==> src/rtl/vga_pout_if.sv <==
// Line-FIFO read port between the line buffer and the pixel output stage.
// The output stage connects through the slave modport; the FIFO side uses master.
interface vga_pout_if #(
    parameter int CW = 8
);
    logic              fifo_empty_i;
    logic [3*CW-1:0]   fifo_q_i;
    logic              rreq_o;

    modport master (
        output fifo_empty_i,
        output fifo_q_i,
        input  rreq_o
    );

    modport slave (
        input  fifo_empty_i,
        input  fifo_q_i,
        output rreq_o
    );
endinterface

==> src/rtl/vga_pout_stage.sv <==
// VGA/LCD pixel-clock output stage: FIFO read, sync/blank polarity, underrun handling.
// Optional: define VGA_POUT_HOLDLAST_EN to repeat the last valid pixel on underrun instead of black.
module vga_pout_stage #(
    parameter int CW   = 8,
    parameter int XDLY = 0,
    parameter int UCW  = 16
) (
    input  logic           clk_p_i,
    input  logic           arst,
    input  logic           ctrl_ven,
    input  logic           pol_hs,
    input  logic           pol_vs,
    input  logic           pol_cs,
    input  logic           pol_bl,
    input  logic           ihsync,
    input  logic           ivsync,
    input  logic           icsync,
    input  logic           iblank,
    input  logic           gate_i,
    vga_pout_if.slave      fifo,
    output logic           hsync_pad_o,
    output logic           vsync_pad_o,
    output logic           csync_pad_o,
    output logic           blank_pad_o,
    output logic [CW-1:0]  r_pad_o,
    output logic [CW-1:0]  g_pad_o,
    output logic [CW-1:0]  b_pad_o,
    output logic           luint_o,
    output logic [UCW-1:0] ucnt_o,
    input  logic           ucnt_clr_i
);

    localparam int PW = 3*CW + 4;

    logic            uc;
    logic            s1_hs, s1_vs, s1_cs, s1_bl;
    logic            s1_gate, s1_uc;
    logic [3*CW-1:0] sub_rgb;
    logic [3*CW-1:0] sel_rgb;
    logic [PW-1:0]   dl_in;
    logic [PW-1:0]   dl_out;

    assign uc = gate_i & fifo.fifo_empty_i & ctrl_ven;

    // Gated by arst so no read request leaks out while the pipeline is held in reset.
    assign fifo.rreq_o = arst & gate_i & ~fifo.fifo_empty_i & ctrl_ven;

    always_ff @(posedge clk_p_i or negedge arst) begin
        if (!arst) begin
            s1_hs   <= 1'b0;
            s1_vs   <= 1'b0;
            s1_cs   <= 1'b0;
            s1_bl   <= 1'b0;
            s1_gate <= 1'b0;
            s1_uc   <= 1'b0;
        end else begin
            s1_hs   <= ihsync & ctrl_ven;
            s1_vs   <= ivsync & ctrl_ven;
            s1_cs   <= icsync & ctrl_ven;
            s1_bl   <= iblank | ~ctrl_ven;
            s1_gate <= gate_i & ctrl_ven;
            s1_uc   <= uc;
        end
    end

`ifdef VGA_POUT_HOLDLAST_EN
    logic [3*CW-1:0] hold_rgb;

    always_ff @(posedge clk_p_i or negedge arst) begin
        if (!arst) begin
            hold_rgb <= '0;
        end else if (s1_gate && !s1_uc) begin
            hold_rgb <= fifo.fifo_q_i;
        end
    end

    assign sub_rgb = hold_rgb;
`else
    assign sub_rgb = '0;
`endif

    always_comb begin
        sel_rgb = '0;
        if (s1_gate) begin
            sel_rgb = s1_uc ? sub_rgb : fifo.fifo_q_i;
        end
    end

    assign dl_in = {s1_hs, s1_vs, s1_cs, s1_bl, sel_rgb};

    generate
        if (XDLY == 0) begin : g_nodly
            assign dl_out = dl_in;
        end else begin : g_dly
            logic [PW-1:0] dly [XDLY];

            always_ff @(posedge clk_p_i or negedge arst) begin
                if (!arst) begin
                    for (int i = 0; i < XDLY; i++) begin
                        dly[i] <= '0;
                    end
                end else begin
                    dly[0] <= dl_in;
                    for (int i = 1; i < XDLY; i++) begin
                        dly[i] <= dly[i-1];
                    end
                end
            end

            assign dl_out = dly[XDLY-1];
        end
    endgenerate

    // Polarity is applied only here so a polarity change bypasses the delay line.
    always_ff @(posedge clk_p_i or negedge arst) begin
        if (!arst) begin
            hsync_pad_o <= 1'b0;
            vsync_pad_o <= 1'b0;
            csync_pad_o <= 1'b0;
            blank_pad_o <= 1'b0;
            r_pad_o     <= '0;
            g_pad_o     <= '0;
            b_pad_o     <= '0;
        end else begin
            hsync_pad_o <= dl_out[PW-1] ^ pol_hs;
            vsync_pad_o <= dl_out[PW-2] ^ pol_vs;
            csync_pad_o <= dl_out[PW-3] ^ pol_cs;
            blank_pad_o <= dl_out[PW-4] ^ pol_bl;
            r_pad_o     <= dl_out[3*CW-1 -: CW];
            g_pad_o     <= dl_out[2*CW-1 -: CW];
            b_pad_o     <= dl_out[CW-1:0];
        end
    end

    // s1_uc holds last cycle's uc, so this flags the first cycle of each underrun run.
    always_ff @(posedge clk_p_i or negedge arst) begin
        if (!arst) begin
            luint_o <= 1'b0;
        end else begin
            luint_o <= uc & ~s1_uc;
        end
    end

    always_ff @(posedge clk_p_i or negedge arst) begin
        if (!arst) begin
            ucnt_o <= '0;
        end else if (ucnt_clr_i) begin
            ucnt_o <= '0;
        end else if (uc && (ucnt_o != {UCW{1'b1}})) begin
            ucnt_o <= ucnt_o + {{(UCW-1){1'b0}}, 1'b1};
        end
    end

endmodule
==> src/flat_wrapper.sv <==
// flat-port wrapper written by rule: the top's interface ports become plain ports
module vga_pout_stage_flat 
#(
    parameter int CW   = 8,
    parameter int XDLY = 0,
    parameter int UCW  = 16
)
  (clk_p_i, arst, ctrl_ven, pol_hs, pol_vs, pol_cs, pol_bl, ihsync, ivsync, icsync, iblank, gate_i, hsync_pad_o, vsync_pad_o, csync_pad_o, blank_pad_o, r_pad_o, g_pad_o, b_pad_o, luint_o, ucnt_o, ucnt_clr_i, fifo_fifo_empty_i, fifo_fifo_q_i, fifo_rreq_o);
  vga_pout_if #(.CW(CW)) fifo_i ();
  input  logic clk_p_i;
  input  logic arst;
  input  logic ctrl_ven;
  input  logic pol_hs;
  input  logic pol_vs;
  input  logic pol_cs;
  input  logic pol_bl;
  input  logic ihsync;
  input  logic ivsync;
  input  logic icsync;
  input  logic iblank;
  input  logic gate_i;
  output logic hsync_pad_o;
  output logic vsync_pad_o;
  output logic csync_pad_o;
  output logic blank_pad_o;
  output logic [CW-1:0] r_pad_o;
  output logic [CW-1:0] g_pad_o;
  output logic [CW-1:0] b_pad_o;
  output logic luint_o;
  output logic [UCW-1:0] ucnt_o;
  input  logic ucnt_clr_i;
  input wire logic [$bits(fifo_i.fifo_empty_i)-1:0] fifo_fifo_empty_i;
  input wire logic [$bits(fifo_i.fifo_q_i)-1:0] fifo_fifo_q_i;
  output wire logic [$bits(fifo_i.rreq_o)-1:0] fifo_rreq_o;
  assign fifo_i.fifo_empty_i = fifo_fifo_empty_i;
  assign fifo_i.fifo_q_i = fifo_fifo_q_i;
  assign fifo_rreq_o = fifo_i.rreq_o;
  vga_pout_stage #(.CW(CW), .XDLY(XDLY), .UCW(UCW)) u_core (.clk_p_i(clk_p_i), .arst(arst), .ctrl_ven(ctrl_ven), .pol_hs(pol_hs), .pol_vs(pol_vs), .pol_cs(pol_cs), .pol_bl(pol_bl), .ihsync(ihsync), .ivsync(ivsync), .icsync(icsync), .iblank(iblank), .gate_i(gate_i), .fifo(fifo_i), .hsync_pad_o(hsync_pad_o), .vsync_pad_o(vsync_pad_o), .csync_pad_o(csync_pad_o), .blank_pad_o(blank_pad_o), .r_pad_o(r_pad_o), .g_pad_o(g_pad_o), .b_pad_o(b_pad_o), .luint_o(luint_o), .ucnt_o(ucnt_o), .ucnt_clr_i(ucnt_clr_i));
endmodule
==> config.mk <==
export PLATFORM = sky130hd
export DESIGN_NAME = vga_pout_stage_flat
export DESIGN_NICKNAME = d
export VERILOG_FILES = /design/src/rtl/vga_pout_if.sv /design/src/rtl/vga_pout_stage.sv /design/src/flat_wrapper.sv
export SDC_FILE = /design/constraint.sdc
export NUM_CORES = 1
export LEC_CHECK = 0
export BUFFER_PORTS_ARGS = -buffer_cell sky130_fd_sc_hd__buf_2
export CELL_PAD_IN_SITES_DETAIL_PLACEMENT = 1
export CELL_PAD_IN_SITES_GLOBAL_PLACEMENT = 2
export CORE_MARGIN = 5
export CORE_UTILIZATION = 31
export DETAILED_ROUTE_END_ITERATION = 16
export GPL_ROUTABILITY_DRIVEN = 0
export PLACE_DENSITY = 0.82
export SYNTH_ARGS = -nofsm -noshare
export SYNTH_HDL_FRONTEND = slang
export SYNTH_SLANG_ARGS = --single-unit
==> constraint.sdc <==
create_clock -name clk_p_i -period 3.5 [get_ports clk_p_i]
set_input_delay 0.35 -clock clk_p_i [delete_from_list [all_inputs] [get_ports clk_p_i]]
set_output_delay 0.35 -clock clk_p_i [all_outputs]
set_load 0.01 [all_outputs]
==> impl_metrics.tcl, run 1 <==
set metrics [dict create \
    status "complete, no violations" \
    crit_path_end_kind "flip-flop" \
    slew_violations 0 \
    rsz0062_at_grt "false" \
    synthCells 167 \
    maxCapViolCount 0 \
    place_hpwl_mm 3.85 \
    timing.fmax_mhz 497 \
    io_buffers 83 \
    syn-num-nets 206 \
    finalCriticalPeriod_ns 2.01 \
    vdd_drop_max_mv 0.189 \
    worstPathRequired_ns 3.69 \
    dp_cells 325 \
    path_class "flip-flop to flip-flop" \
    syn_area_sq_um 2000 \
    numCtsBuffers 5 \
    worst-path-max-fanout 7 \
    fp.dieW_um 90.4 \
    grt_max_degree 52 \
    core_area_sq_um 6310 \
    critical_path_arrival_ns 2.20 \
    wire_per_inst_um 15.3 \
    p_per_area_nw_per_um2 403 \
    period_share 0.575 \
    fin_cells 333 \
    seq_area_frac_synth 0.638 \
    clk_path_buf_depth 2 \
    clkLatencyLatePin_ns 0.31 \
    dieArea_sq_um 8160 \
    die_y_um 90.4 \
    synth_seq_cells 51 \
    final_layout_size_suffix_gt1_frac 0.375 \
    clock_skew_ns 0.00883 \
    yosys_warnings 0 \
    antenna_found_initial 0 \
    grt_pass1_wl_mm 8.71 \
    nNetsFinal 294 \
    viasPerCell 4.59 \
    synthTopCellsByArea "dfrtp_1 (64%), and2_1 (8.8%), xnor2_1 (3.1%)" \
    critPathLaunchType "flip-flop" \
    numClockSinks 51 \
    max_slew_margin 0.572 \
    p_leak_nw 1.38 \
    drc 0 \
    tns_ns 0 \
    overflow 0 \
    worst_slew_pin_slew_ns 0.636 \
    synth.avg_cell_area_sq_um 12.0 \
    hold_buffers 0 \
    synth_area_leader_cell "dfrtp_1" \
    clk_pin_slew_ns 0.10 \
    start_util 0.317 \
    pin_count 84 \
    tritoncts "yes" \
    drtAntennaViolNets 0 \
    hold_path.class "input port to asynchronous set/reset pin" \
    finalWirelength_mm 5.10 \
    htree_levels 2 \
    post-cts-setup-buffers 0 \
    finalHoldViolations 0 \
    syn_to_final_growth_pct 30.0 \
    cts_root_buf "clkbuf_8" \
    post_cts_resized 0 \
    rows 29 \
    drtIter0Drc 54 \
    setup_viol 0 \
    first_pass_iters 4 \
    grt_usage 0.131 \
    synth_top_area_frac 0.638 \
    antenna_cells 0 \
    first_global_vias 1734 \
    synth_cell_type_count 32 \
    vias 1528 \
]
==> worst max-delay path, cell delays in order, from the launching register on <==
cell     delay (ns)
dfrtp_1        0.48
nand4_2        0.18
or4_4          0.61
o21ai_0        0.38
or4_1          0.17
a21oi_1        0.06
==> final timing paths <==
path / from / endpoint / slack (ns) / depth (start not counted)
max: u_core.ucnt_o[2]$_DFFE_PN0P_ / u_core.ucnt_o[11]$_DFFE_PN0P_ / 1.49 / 5
min: arst / u_core.r_pad_o[6]$_DFF_PN0_ / 0.16 / 2
max reg2reg: u_core.ucnt_o[2]$_DFFE_PN0P_ / u_core.ucnt_o[11]$_DFFE_PN0P_ / 1.49 / 5
min reg2reg: u_core.s1_vs$_DFF_PN0_ / u_core.vsync_pad_o$_DFF_PN0_ / 0.43 / 1
max in group asynchronous: arst / u_core.ucnt_o[15]$_DFFE_PN0P_ / 2.91 / 2
min in group clk_p_i: pol_vs / u_core.vsync_pad_o$_DFF_PN0_ / 0.20 / 2
==> metrics by stage <==
stage	total power, mW	utilization	area (sq um)	hold slack (ns)	setup WS, ns
5_1_grt	1.10	0.412	2600	0.190	1.27
3_5_place_dp	0.714	0.398	2510	0.423	1.51
4_1_cts	1.07	0.412	2600	0.192	1.50
3_3_place_gp	0.710	0.398	2510	0.419	1.61
2_1_floorplan	0.657	-	2000	0.0544	1.68
6_report	1.05	0.412	2600	0.164	1.49
==> registers in the layout (all words and copies together), names as in the netlist <==
| name | count |
|---|---|
| u_core.ucnt_o | 16 |
| u_core.b_pad_o | 8 |
| u_core.g_pad_o | 8 |
| u_core.r_pad_o | 8 |
| u_core.blank_pad_o | 1 |
| u_core.csync_pad_o | 1 |
| u_core.hsync_pad_o | 1 |
| u_core.luint_o | 1 |
| u_core.s1_bl | 1 |
| u_core.s1_cs | 1 |
| u_core.s1_gate | 1 |
| u_core.s1_hs | 1 |
| u_core.s1_uc | 1 |
| u_core.s1_vs | 1 |
| u_core.vsync_pad_o | 1 |
==> area by class of cell <==
type / count / area [sq um]
fill: 749 / 3710
sequential: 51 / 1280
multi-input combinational: 110 / 703
timing repair buffer: 85 / 430
tap: 77 / 96.3
clock buffer: 6 / 72.6
clock inverter: 2 / 16.3
inverter: 2 / 7.51
==> logic make-up after synthesis <==
family	synth area share
fa+ha+maj	0.00625
mux	0.00500
xor+xnor	0.0613
simple gates	0.224
compound gates	0.0550
buf+inv	0.0112
flops	0.637
==> cell usage in the layout (no fill, tap or decap), types with 2 or more instances in the layout <==
cell / n
and3_1: 2
nand2_1: 8
nor4_1: 3
and2_1: 28
dfrtp_1: 51
o21ai_0: 2
or4_1: 2
buf_4: 2
nand3_1: 5
nor2b_1: 3
inv_1: 2
a211oi_1: 3
nor2_1: 16
clkbuf_8: 5
xor2_1: 7
xnor2_1: 7
a31oi_1: 3
o211ai_1: 3
nor3_1: 2
buf_2: 83
a21oi_1: 4
==> power by group <==
group / switching, mW / internal [mW] / total [mW]
sequential: 0.00567 / 0.608 / 0.614
clock: 0.207 / 0.144 / 0.352
combinational: 0.0463 / 0.0380 / 0.0842
total: 0.259 / 0.790 / 1.05
==> Yosys cell counts, drive strengths merged <==
cell and instances:
nor4 4, inv 2, nor2 16, a31oi 3, nor3 3, a21oi 4, nand2 8, xnor2 7
xor2 7, and3 2, ha 1, mux2i 1, and3b 1, nand2b 1, nand4 2, clkbuf 3
o31ai 1, dfrtp 51, and2 28, or4 3, buf 1, nor2b 3, nand3 5, and4 1
o21ai 2, a311oi 1, a211oi 3, o211ai 3
==> layer usage <==
metal  GRT usage  up-vias  wire length [um]
li1            -      736                 -
met1       0.157      743              2160
met2       0.221       37              2600
met3      0.0292       12               206
met4      0.0645        0               128
met5           0        -                 0
No activity file was read; power rests on OpenSTA's default activity.
==> inputs of run 2 (changes only) <==
CORE_UTILIZATION = 29   (was 31)
PLACE_DENSITY = 0.77   (was 0.82)
clock period = 2 ns   (was 3.5 ns; I/O delays follow)
==> run 2 against run 1 <==
Flip-flop and latch count is the same; final area grew 2.1%; global-route usage grew 0.11 points; cell count grew 3.0%; first-iteration DRC count grew 39%; non-clock buffer count grew 6; clock skew grew 0.0031 ns; sequential power grew 74%.
==> impl_metrics.tcl, run 2 (synthesis gave the netlist of run 1 again) <==
set metrics [dict create \
    cp_num_buf_inv 0 \
    worst-path-max-fanout 5 \
    htree_levels 2 \
    drc 0 \
    setup_viol 0 \
    wire_per_inst_um 15.6 \
    max_slew_margin 0.217 \
    first_global_vias 1668 \
    holdWs_ns 0.0130 \
    pin_count 84 \
    fin_cells 343 \
    core_area_sq_um 6760 \
    start_util 0.296 \
    dp_cells 334 \
    vdd_drop_max_mv 0.227 \
    fp.dieW_um 93.1 \
    overflow 0 \
    regArea_sq_um 1280 \
    critical_path_arrival_ns 2.04 \
    multi_input_area_sq_um 703 \
    slew_violations 0 \
    numClockSinks 51 \
    status "complete, no violations" \
    dieArea_sq_um 8660 \
    crit_path_end_kind "flip-flop" \
    grt_max_degree 52 \
    clk_pin_slew_ns 0.10 \
    worstPathRequired_ns 2.18 \
    nNetsFinal 300 \
    p_comb_frac 0.080 \
    io_buffers 83 \
    critPathTopFamily "simple AND/OR/NAND/NOR gates" \
    period_share 0.931 \
    path_cells "nand4_2 -> or4_4 -> o21ai_1 -> or4_1 -> a21oi_1" \
    viasPerCell 4.58 \
    grt_usage 0.132 \
    clk_path_buf_depth 2 \
    largest_reg_flops 16 \
    rows 30 \
    layout_commonest_cell "buf_2" \
    finalWirelength_mm 5.34 \
    critPathLaunchType "flip-flop" \
    cts_root_buf "clkbuf_8" \
    drtIter0Drc 75 \
    vias 1570 \
    grt_pass1_wl_mm 8.80 \
    hold_buffers 0 \
    layout_common_cells "buf_2 (83), dfrtp_1 (51), and2_1 (28)" \
    switchingPower_mw 0.462 \
    numCtsBuffers 5 \
    maxCapViolCount 0 \
    finalHoldViolations 0 \
    share_seq_of_total_power 0.582 \
    path_class "flip-flop to flip-flop" \
    largest_register "u_core.ucnt_o" \
    p_int_mw 1.38 \
    die_y_um 93.1 \
    timing.fmax_mhz 537 \
    p_sw_frac 0.250 \
    hold_path.class "input port to asynchronous set/reset pin" \
    tritoncts "yes" \
    rsz0062_at_grt "false" \
    clock_skew_ns 0.0120 \
    cpPeakStageDelay_ns 0.62 \
    final_layout_size_suffix_gt1_frac 0.393 \
    antenna_found_initial 1 \
    worst_slew_pin_slew_ns 1.17 \
    finalCriticalPeriod_ns 1.86 \
    fillers 786 \
    syn_to_final_growth_pct 32.7 \
    drtAntennaViolNets 0 \
    crit_slowest_cell "or4_4" \
    first_pass_iters 4 \
    tns_ns 0 \
    place_hpwl_mm 4.15 \
    clkLatencyLatePin_ns 0.31 \
    p_leak_nw 1.41 \
    pwr-share-clk 0.338 \
    p_per_area_nw_per_um2 695 \
]
-- run 2: stage by stage --
stage	setup WS (ns)	area, sq um	utilization	total power, mW
6_report	0.138	2660	0.393	1.85
3_3_place_gp	0.157	2560	0.379	1.24
2_1_floorplan	0.180	2000	-	1.15
5_1_grt	0.00492	2660	0.393	1.95
3_5_place_dp	0.0392	2560	0.379	1.25
4_1_cts	0.0122	2650	0.393	1.88
-- run 2: worst paths after layout --
path / start / to / slack, ns / cells after the start
worst max-delay path: u_core.ucnt_o[4]$_DFFE_PN0P_ / u_core.ucnt_o[11]$_DFFE_PN0P_ / 0.14 / 5
worst min-delay path: arst / u_core.ucnt_o[0]$_DFFE_PN0P_ / 0.01 / 2
worst max register to register: u_core.ucnt_o[4]$_DFFE_PN0P_ / u_core.ucnt_o[11]$_DFFE_PN0P_ / 0.14 / 5
worst min register to register: u_core.s1_uc$_DFF_PN0_ / u_core.luint_o$_DFF_PN0_ / 0.42 / 1
max in group asynchronous: arst / u_core.blank_pad_o$_DFF_PN0_ / 1.56 / 2
min in group clk_p_i: pol_hs / u_core.hsync_pad_o$_DFF_PN0_ / 0.06 / 2
-- run 2: worst reg2reg max path: stages (launching register included) --
cell and delay (ns):
dfrtp_1 0.44, nand4_2 0.18, or4_4 0.62, o21ai_1 0.28
or4_1 0.16, a21oi_1 0.06
-- run 2: layer usage --
metal	part of all wire	wire, um	global-route usage	vias to the layer above
met5	0	0	0	-
met4	0.033	174	0.0647	0
met3	0.040	216	0.0274	12
met2	0.52	2800	0.220	41
met1	0.40	2150	0.163	765
li1	-	-	-	752
-- run 2: power groups by stage --
stage	clock [mW]	combinational, mW	sequential [mW]
2_1_floorplan	0	0.0369	1.11
3_3_place_gp	0	0.149	1.09
3_5_place_dp	0	0.154	1.10
4_1_cts	0.646	0.154	1.07
5_1_grt	0.699	0.167	1.08
6_report	0.624	0.148	1.07
-- run 2: layout make-up --
class                      count  share of cell area
clock inverter                 3             0.00848
inverter                       2             0.00283
multi-input combinational    110               0.265
sequential                    51               0.480
tap                           80              0.0377
clock buffer                   5              0.0259
antenna                        1            0.000942
timing repair buffer          91               0.179
-- run 2: what timing repair did --
item / CTS / global route
setup endpoints to repair: 0 / 2
resized for setup: 0 / 1
setup buffers: 0 / 0
